$ cat src/rtl/seg_capture.sv
`default_nettype none
// seg_capture: samples a multiplexed 7-segment display and assembles 4-digit BCD frames (valid/ready out).
// Revision: 1.0
module seg_capture #(
  parameter int unsigned STABLE_CYCLES = 4
) (
  input  logic        i_clk,
  input  logic        i_rst_n,
  input  logic [3:0]  i_digit_sel,
  input  logic [6:0]  i_segments,
  input  logic        i_ready,
  output logic [15:0] o_bcd,
  output logic        o_valid,
  output logic [3:0]  o_err,
  output logic        o_overrun
);

  localparam logic [7:0] c_STABLE    = 8'(STABLE_CYCLES);
  localparam logic [7:0] c_STABLE_M1 = 8'(STABLE_CYCLES - 1);

  typedef enum logic [1:0] {
    S_IDLE   = 2'd0,
    S_FILTER = 2'd1,
    S_LOCKED = 2'd2
  } state_t;

  state_t      r_state, w_state_next;
  logic [3:0]  r_sel_m, r_sel_s;
  logic [6:0]  r_seg_m, r_seg_s;
  logic [10:0] r_prev;
  logic [7:0]  r_cnt;
  logic [3:0]  r_mask;
  logic [15:0] r_shadow_bcd;
  logic [3:0]  r_shadow_err;
  logic [15:0] r_bcd;
  logic [3:0]  r_err;
  logic        r_valid;
  logic        r_overrun;

  logic        w_changed;
  logic        w_onehot;
  logic [1:0]  w_idx;
  logic [3:0]  w_dec_val;
  logic        w_dec_err;
  logic        w_capture;
  logic        w_complete;
  logic [3:0]  w_mask_next;
  logic [15:0] w_shadow_bcd_next;
  logic [3:0]  w_shadow_err_next;

  assign w_changed = ({r_sel_s, r_seg_s} != r_prev);

  always_comb begin
    w_dec_val = 4'hF;
    w_dec_err = 1'b0;
    case (r_seg_s)
      7'b0000001: w_dec_val = 4'd0;
      7'b1001111: w_dec_val = 4'd1;
      7'b0010010: w_dec_val = 4'd2;
      7'b0000110: w_dec_val = 4'd3;
      7'b1001100: w_dec_val = 4'd4;
      7'b0100100: w_dec_val = 4'd5;
      7'b0100000: w_dec_val = 4'd6;
      7'b0001111: w_dec_val = 4'd7;
      7'b0000000: w_dec_val = 4'd8;
      7'b0000100: w_dec_val = 4'd9;
      default:    w_dec_err = 1'b1;
    endcase
  end

  // Only a single active-low enable names a digit; blanking and ghosting fall to default.
  always_comb begin
    w_onehot = 1'b1;
    w_idx    = 2'd0;
    case (r_sel_s)
      4'b1110: w_idx = 2'd0;
      4'b1101: w_idx = 2'd1;
      4'b1011: w_idx = 2'd2;
      4'b0111: w_idx = 2'd3;
      default: w_onehot = 1'b0;
    endcase
  end

  always_comb begin
    w_state_next = r_state;
    w_capture    = 1'b0;
    case (r_state)
      S_IDLE: begin
        if (w_onehot) w_state_next = S_FILTER;
      end
      S_FILTER: begin
        if (!w_onehot) begin
          w_state_next = S_IDLE;
        end else if (!w_changed && (r_cnt == c_STABLE_M1)) begin
          w_capture    = 1'b1;
          w_state_next = S_LOCKED;
        end
      end
      S_LOCKED: begin
        if (w_changed) w_state_next = w_onehot ? S_FILTER : S_IDLE;
      end
      default: w_state_next = S_IDLE;
    endcase
  end

  always_comb begin
    w_shadow_bcd_next = r_shadow_bcd;
    w_shadow_err_next = r_shadow_err;
    w_mask_next       = r_mask;
    w_complete        = 1'b0;
    if (w_capture) begin
      w_shadow_bcd_next[{w_idx, 2'b00} +: 4] = w_dec_val;
      w_shadow_err_next[w_idx]               = w_dec_err;
      w_mask_next = r_mask | (4'b0001 << w_idx);
      if (w_mask_next == 4'hF) begin
        w_complete  = 1'b1;
        w_mask_next = 4'h0;
      end
    end
  end

  always_ff @(posedge i_clk) begin
    if (!i_rst_n) r_state <= S_IDLE;
    else          r_state <= w_state_next;
  end

  always_ff @(posedge i_clk) begin
    if (!i_rst_n) begin
      r_sel_m      <= 4'h0;
      r_sel_s      <= 4'h0;
      r_seg_m      <= 7'h00;
      r_seg_s      <= 7'h00;
      r_prev       <= 11'h000;
      r_cnt        <= 8'h00;
      r_mask       <= 4'h0;
      r_shadow_bcd <= 16'h0000;
      r_shadow_err <= 4'h0;
      r_bcd        <= 16'h0000;
      r_err        <= 4'h0;
      r_valid      <= 1'b0;
      r_overrun    <= 1'b0;
    end else begin
      r_sel_m      <= i_digit_sel;
      r_sel_s      <= r_sel_m;
      r_seg_m      <= i_segments;
      r_seg_s      <= r_seg_m;
      r_prev       <= {r_sel_s, r_seg_s};
      r_mask       <= w_mask_next;
      r_shadow_bcd <= w_shadow_bcd_next;
      r_shadow_err <= w_shadow_err_next;
      r_overrun    <= 1'b0;

      if (w_changed)              r_cnt <= 8'h00;
      else if (r_cnt != c_STABLE) r_cnt <= r_cnt + 8'd1;

      // A completed frame is only dropped when the previous one is still unaccepted.
      if (w_complete && (!r_valid || i_ready)) begin
        r_bcd   <= w_shadow_bcd_next;
        r_err   <= w_shadow_err_next;
        r_valid <= 1'b1;
      end else if (w_complete) begin
        r_overrun <= 1'b1;
      end else if (r_valid && i_ready) begin
        r_valid <= 1'b0;
      end
    end
  end

  assign o_bcd     = r_bcd;
  assign o_err     = r_err;
  assign o_valid   = r_valid;
  assign o_overrun = r_overrun;

endmodule
`default_nettype wire

$ cat config.mk
export PLATFORM = sky130hd
export DESIGN_NAME = seg_capture
export DESIGN_NICKNAME = d
export VERILOG_FILES = /design/src/rtl/seg_capture.sv
export SDC_FILE = /design/constraint.sdc
export NUM_CORES = 1
export LEC_CHECK = 0
export BUFFER_PORTS_ARGS = -buffer_cell sky130_fd_sc_hd__buf_2
export CAP_MARGIN = 20
export CELL_PAD_IN_SITES_DETAIL_PLACEMENT = 0
export CELL_PAD_IN_SITES_GLOBAL_PLACEMENT = 1
export CORE_MARGIN = 2
export CORE_UTILIZATION = 43
export DETAILED_ROUTE_END_ITERATION = 8
export GPL_TIMING_DRIVEN = 0
export PLACE_DENSITY = 0.84
export SETUP_SLACK_MARGIN = 0.4
export SLEW_MARGIN = 15
export SYNTH_ARGS = -nofsm -noshare
export SYNTH_HDL_FRONTEND = slang
export SYNTH_SLANG_ARGS = --single-unit
$ cat constraint.sdc
create_clock -name i_clk -period 6.08 [get_ports i_clk]
set_input_delay 1.824 -clock i_clk [delete_from_list [all_inputs] [get_ports i_clk]]
set_output_delay 1.824 -clock i_clk [all_outputs]
set_load 0.1 [all_outputs]
==> Word level (Yosys, flattened, before mapping) <==
Index checks and enable logic that the tools add are counted.
{ "word_totals": {"reg_bits": 89, "in_bits": 14} }
{ "classes": {"add_sub_neg": 2, "order_cmp": 2, "eq_ne": 23, "n_shift": 3, "muxes": 26, "bitwise": 2, "n_reduce_logical": 16} }
{ "op_table": {"columns": ["cell", "n"], "rows": [
  ["one-hot mux 4 bit (10 select lines)", 1],
  ["bitwise mux 16 bit", 1],
  ["== test 4 bit, second input constant", 4],
  ["2-to-1 mux 16 bit", 1],
  ["variable shift 4 x 6 -> 16 bit, first input constant", 1],
  ["variable part select 4 x 6 -> 16 bit", 1],
  ["== test 7 x 3 -> 1 bit, second input constant", 2],
  ["== test 7 x 6 -> 1 bit, second input constant", 2],
  ["== test 7 bit, second input constant", 2],
  ["2-to-1 mux 1 bit", 13],
  ["one-hot mux 2 bit (3 select lines)", 2],
  ["inequality test 11 bit", 1],
  ["OR reduction 10 bit", 1],
  ["adder 8 x 1 -> 8 bit, second input constant", 1],
  ["== test 8 x 2 -> 1 bit, second input constant", 1],
  ["2-to-1 mux 2 bit", 4],
  ["2-to-1 mux 4 bit", 2],
  ["inequality test 8 x 3 -> 1 bit, second input constant", 1],
  ["== test 7 x 1 -> 1 bit, second input constant", 1],
  ["== test 7 x 4 -> 1 bit, second input constant", 1],
  ["== test 7 x 5 -> 1 bit, second input constant", 1],
  ["zero test 7 bit", 1],
  ["negation 4 -> 6 bit", 1],
  ["bitwise mux 4 bit", 1],
  ["21 further kinds", 27]
]} }

==> Logic depth before layout (Yosys ltp) <==
Gate-level depths: netlist (run 1).
{ "logic_depth": {"depth_word": 10, "ltp_mapped": 13, "ltp_nobuf": 10} }

==> Least setup slack after synthesis (run 1) <==
OpenSTA, ideal clock, no wires.
{ "synth_timing": {"path_kind": "reg2out", "start": "reg r_bcd[0], in the netlist o_bcd[0]", "end": "out o_bcd[0]", "arrival_ps": 925, "path_slack_ps": 3331, "path_stages_with_launch": 1, "cell_sequence": "dfxtp_1"} }
{ "synth_rtl": {"columns": ["item", "line", "text"], "rows": [
  ["start: declaration", "35", "logic [15:0] r_bcd;"],
  ["start signal: assignment", "158", "r_bcd <= w_shadow_bcd_next;"],
  ["end: declaration", "12", "output logic [15:0] o_bcd,"]
]} }
No word-level cell between the ends.

==> Worst setup path after layout (run 1) <==
{ "layout_timing": {"start": "reg r_bcd[1], in the netlist o_bcd[1]", "end": "out o_bcd[1]"} }
No word-level cell between the ends.

==> results of run 1 <==
cell families (layout without fill, tap and decap cells):
family	Yosys count	in the layout
compound gates	81	81
xor+xnor	22	22
fa+ha+maj	9	9
buf+inv	31	82
flops	89	89
mux	5	5
simple gates	135	135
layout by cell type (no fill, tap or decap), types with 3 or more instances in the layout:
cell type,n
a21oi_1,25
inv_6,4
and3_1,7
a22oi_1,3
nor4_1,6
mux2i_1,5
nor2b_1,18
clkbuf_8,9
inv_1,8
xor2_1,19
and2_1,34
o21a_1,3
or2_1,3
a31oi_1,5
nor2_1,18
nand3_1,17
xnor2_1,3
a21boi_1,4
a32oi_1,3
buf_2,45
ha_1,9
nand4_1,3
nand4b_1,3
o21ai_1,21
a2bb2oi_2,5
nand2_1,9
nand2b_1,4
dfxtp_1,89
buf_4,3
clkbuf_1,9
area by class of cell:
class,instances,share of cell area
clock buffer,9,0.02977
inverter,8,0.007216
timing repair buffer,35,0.04209
multi-input combinational,252,0.4149
buffer,23,0.02826
sequential,89,0.4281
clock inverter,7,0.01804
tap,105,0.03157
final timing paths:
check	startpoint	to	slack, ps
hold reg to reg	r_sel_m[2]	r_sel_s[2]	440
setup / recovery	o_bcd[1]	o_bcd[1]	3120
hold / removal	r_sel_m[2]	r_sel_s[2]	440
setup reg to reg	r_sel_s[3]	o_bcd[13]	3280
cell usage after synthesis (all sizes together), types with 5 or more instances:
| cell type | n | area share |
|---|---|---|
| dfxtp | 89 | 0.49 |
| and2 | 34 | 0.058 |
| a21oi | 25 | 0.034 |
| o21ai | 22 | 0.030 |
| xor2 | 19 | 0.046 |
| nor2 | 18 | 0.018 |
| nor2b | 18 | 0.031 |
| nand3 | 17 | 0.023 |
| buf | 14 | 0.023 |
| clkbuf | 9 | 0.0092 |
| ha | 9 | 0.031 |
| nand2 | 9 | 0.0092 |
| inv | 8 | 0.0082 |
| and3 | 7 | 0.012 |
| nor4 | 7 | 0.014 |
| a22oi | 5 | 0.013 |
| a2bb2oi | 5 | 0.021 |
| a31oi | 5 | 0.0086 |
| mux2i | 5 | 0.014 |
sequential cells by signal, summed over array words and instances, names as in the netlist, 2 cells and up:
signal and cells:
r_sel_m 4, r_seg_m 7, r_shadow_bcd 16, r_seg_s 7, r_sel_s 4, o_err 4, r_state 2, r_shadow_err 4
r_mask 4, o_bcd 16, r_prev 11, r_cnt 8
routing by layer:
metal	part of all wire	routed length, µm	global-route usage	up-vias
li1	-	-	-	1391
met1	0.50	3570	0.2352	1242
met2	0.45	3199	0.2627	41
met3	0.031	222	0.03994	13
met4	0.026	190	0.07857	0
met5	0	0	0	-
power by group:
| part | total [W] | switching, W | internal [W] |
|---|---|---|---|
| sequential | 0.000596 | 0.00000469 | 0.000592 |
| combinational | 0.0000730 | 0.0000403 | 0.0000327 |
| clock | 0.000408 | 0.000214 | 0.000194 |
| total | 0.00108 | 0.000259 | 0.000819 |
through the flow:
step,util,hold WS [ps]
detailed placement,0.4823,419.5
global route,0.5065,458.4
floorplan,-,411.9
CTS,0.5065,443.3
finish,0.5065,439.9
global placement,0.4823,414.6
==> impl_metrics.ini, run 1 <==
[synthesis]
ys_seq_elements = 89
synthArstFlopShare = 0
ys_warn_count = 0
synth_edf_count = 0
synth_fa_ha_area_frac = 0.03080
ys_types = 48
syn_avg_cell_area_um2 = 9.828
synthMuxAreaShare = 0.01369
synth_seq_area_share = 0.4873
synth_xor_area_frac = 0.05270
syn_inst = 372
synth-simple-area-share = 0.2190
synthFlopType = dfxtp_1
synth_top_family_by_area = simple AND/OR/NAND/NOR gates
synth_compound_area_frac = 0.1561
syn_nets = 395
syn_area_um2 = 3656

[detailed_routing]
vias_per_cell = 5.089
dr.pass1.iters = 4
postRouteAntennaNets = 0
wl_per_cell_um = 13.60
first_iter_violations = 148
vias = 2687
drc_errors = 0
wl_um = 7182

[timing]
setup_viol = 0
rsz0062_at_grt = false
fin_crit_ps = 2960
finalSetupTns_ps = 0
max_freq_ghz = 0.3379
worst-slew-pin-transition_ps = 650.9
drv_slew = 0
final_hold_viol_count = 0
relSlewSlack = 0.5621
clock_skew_ps = 13.05
post-route-period-util = 0.4868
fin_ws_ps = 3120

[worst_setup_path]
end_kind = output pin
critical_path_required_ps = 4260
critPathMaxFanout = 2
worstPathCellList = buf_2
arrival_ps = 1140
crit_path_max_incr_delay_ps = 430
path_buf_inv = 1
worstRegToRegCells = 10
cp_top_family = buffers and inverters
cp_slowest_cell = buf_2
cp-start-kind = register
cp.depth = 1
critPathKind = register to output pin

[cells_and_area]
num_antenna_cells = 0
fin_nets = 441
fin_area_um2 = 4161
area_delta_synth_final_pct = 13.83
final_cells = 528
drive_gt1_frac = 0.1868
fillers = 752
multi_input_area_um2 = 1727
seq_area_um2 = 1782

[clock_tree]
clockBufferDepth = 2
cts_made_buffers = 9
clock_sinks = 89
path_clk_slew_ps = 90
cts_hold_buf = 0
cts-root-buf = clkbuf_8
ctsResizeCount = 0
cts.htree.levels = 3
cts_tree = yes
post-cts-setup-buffer-count = 0
insertion_delay_ps = 360

[place]
placedCellCount = 512
gp_congestion = 0.8921
io_buffers = 35
pre_cts_slack_ps = 3020
dp_hpwl_um = 5133
place_area_um2 = 3963

[floorplanning]
dieArea_um2 = 9256
core_um2 = 8217
fp.dieW_um = 96.21
die_h_um = 96.21
initial_core_util = 0.4450
rows = 33
num_io_pins = 36

[pwr]
power_density_nw_per_um2 = 258.9
p_leak_nw = 1.759
power_w = 0.001078
peakVddDrop_v = 0.0001839

[global_routing]
grt_pass1_wl_um = 12080
grt_antenna_before_repair = 0
grt_overflow = 0
grtUsageTotal = 0.1737
grt_max_degree = 17
grt_pass1_vias = 2498

[status]
status = finished, final reports clean

[hold_path]
hold_depth = 1
hold_path.class = register to register

[job]
maxCapViolCount = 0
No activity file was read; power rests on OpenSTA's default activity.
==> inputs of run 2 (changes only) <==
Settings changed: CORE_UTILIZATION 43 to 41.
Clock period 6.08 ns to 2.5 ns, I/O delays scaled along.
==> run 2 against run 1 <==
Sequential power is 140% higher. Global-route usage is 0.45 points higher. Die area is 4.7% higher. Core utilization is 8.7 points higher. Hold slack worse by 2.0 ps. Power is 150% higher. Final area is 24% higher. Non-clock buffer count is 37 higher. Wire length is 33% higher. Count of clock-buffer cells in the layout is 2 higher.
==> impl_metrics.ini, run 2 (synthesis gave the netlist of run 1 again) <==
[clock_tree]
clockBufferDepth = 2
cts_hold_buf = 0
path_clk_slew_ps = 90
cts_tree = yes
insertion_delay_ps = 370
cts.htree.levels = 3
clock_sinks = 89
cts_made_buffers = 9
cts-root-buf = clkbuf_8

[global_routing]
grt_pass1_wl_um = 13740
grt_antenna_before_repair = 0
grt_pass1_vias = 2762
grt_max_degree = 16
grt_overflow = 0
grtUsageTotal = 0.1782

[place]
place_area_um2 = 3995
gp_congestion = 0.8133
io_buffers = 35
dp_hpwl_um = 5378
placedCellCount = 515

[cells_and_area]
final_common_cell = dfxtp_1
num_antenna_cells = 0
fin_nets = 478
fillers = 698
multi_input_area_um2 = 2266
drive_gt1_frac = 0.4261
area_delta_synth_final_pct = 40.83
final_cells = 568
layout_common_cells = dfxtp_1, buf_2, and2_1
fin_area_um2 = 5149
seq_area_um2 = 1797

[floorplanning]
die_h_um = 98.43
fp.dieW_um = 98.43
num_io_pins = 36
initial_core_util = 0.4213
core_um2 = 8678
dieArea_um2 = 9688
rows = 34

[timing]
drv_slew = 0
relSlewSlack = 0.5526
setup_viol = 0
max_freq_ghz = 0.4276
finalSetupTns_ps = 0
worst-slew-pin-transition_ps = 671.2
post-route-period-util = 0.9355
clock_skew_ps = 10.26
fin_crit_ps = 2339
final_hold_viol_count = 0
rsz0062_at_grt = true

[pwr]
power_density_nw_per_um2 = 519.5
p_leak_nw = 1.987
peakVddDrop_v = 0.0004190

[detailed_routing]
vias = 3074
postRouteAntennaNets = 0
vias_per_cell = 5.412
drc_errors = 0
wl_per_cell_um = 16.80
wl_um = 9543
first_iter_violations = 236
dr.pass1.iters = 4

[status]
status = finished, final reports clean

[hold_path]
hold_path.class = register to register
hp-start = r_sel_m[0]

[worst_setup_path]
critical_path_required_ps = 2780
cp-start-kind = register
crit_start = r_sel_s[3]
end_kind = register
r2r-start = r_sel_s[3]
arrival_ps = 2620
critPathKind = register to register
critPathMaxFanout = 5

[job]
maxCapViolCount = 0
## run 2: cell types whose count changed in the layout (fill, tap and decap cells not counted), sizes merged
cell	change
buf	+38
bufinv	-1
clkbuf	+1
clkinvlp	+2
inv	-3
## run 2: power breakdown
group	internal, W	switching [W]
logic	0.000125	0.000147
clock network	0.000419	0.000533
registers	0.00144	0.0000133
## run 2: final cells by class
cell class	count	share of cell area
Multi-Input combinational cell	252	0.4401
Timing Repair Buffer	72	0.1033
Clock inverter	5	0.007290
Sequential cell	89	0.3490
Clock buffer	11	0.02940
Tap cell	108	0.02625
Inverter	8	0.007776
Buffer	23	0.03694
## run 2: critical path: stages (launching register included)
cell and delay (ps):
dfxtp_2 320, buf_6 120, xor2_1 150, and3_1 210
buf_8 150, inv_8 40, ha_4 300, nor2b_4 160
and3_4 210, nand3_4 80, or2_1 270, a21boi_1 220
## run 2: repair_timing
item                                    in CTS  in global routing
gates resized for setup                     75                 68
setup buffers                               16                 19
pin swaps                                   14                 31
endpoints found under the setup margin      46                 51
cloned                                       2                  0
## run 2: through the flow
step / hold WS, ps / power, W / utilization / setup slack (ps)
after detailed placement: 418.3 / 0.001664 / 0.4604 / -74.90
after global routing: 460.4 / 0.002771 / 0.5933 / 109.7
after CTS: 440.2 / 0.002621 / 0.5362 / 233.4
after global placement: 414.2 / 0.001660 / 0.4604 / -73.37
after floorplan: 411.9 / 0.001613 / - / 416.7
final: 437.9 / 0.002675 / 0.5933 / 161.4
## run 2: path summary, 6_finish.rpt
| path | slack [ps] | endpoint | cells past startpoint |
|---|---|---|---|
| worst max-delay path | 160 | r_shadow_bcd[5] | 11 |
| worst min-delay path | 440 | r_sel_s[0] | 1 |
| worst max register to register | 160 | r_shadow_bcd[5] | 11 |
| worst min register to register | 440 | r_sel_s[0] | 1 |
## run 2: metal layers
layer  up-vias  share of wire  track usage
li1       1464              -            -
met1      1521           0.43       0.2213
met2        64           0.50       0.3046
met3        25          0.038      0.03546
met4         0          0.031      0.07060
met5         -              0            0
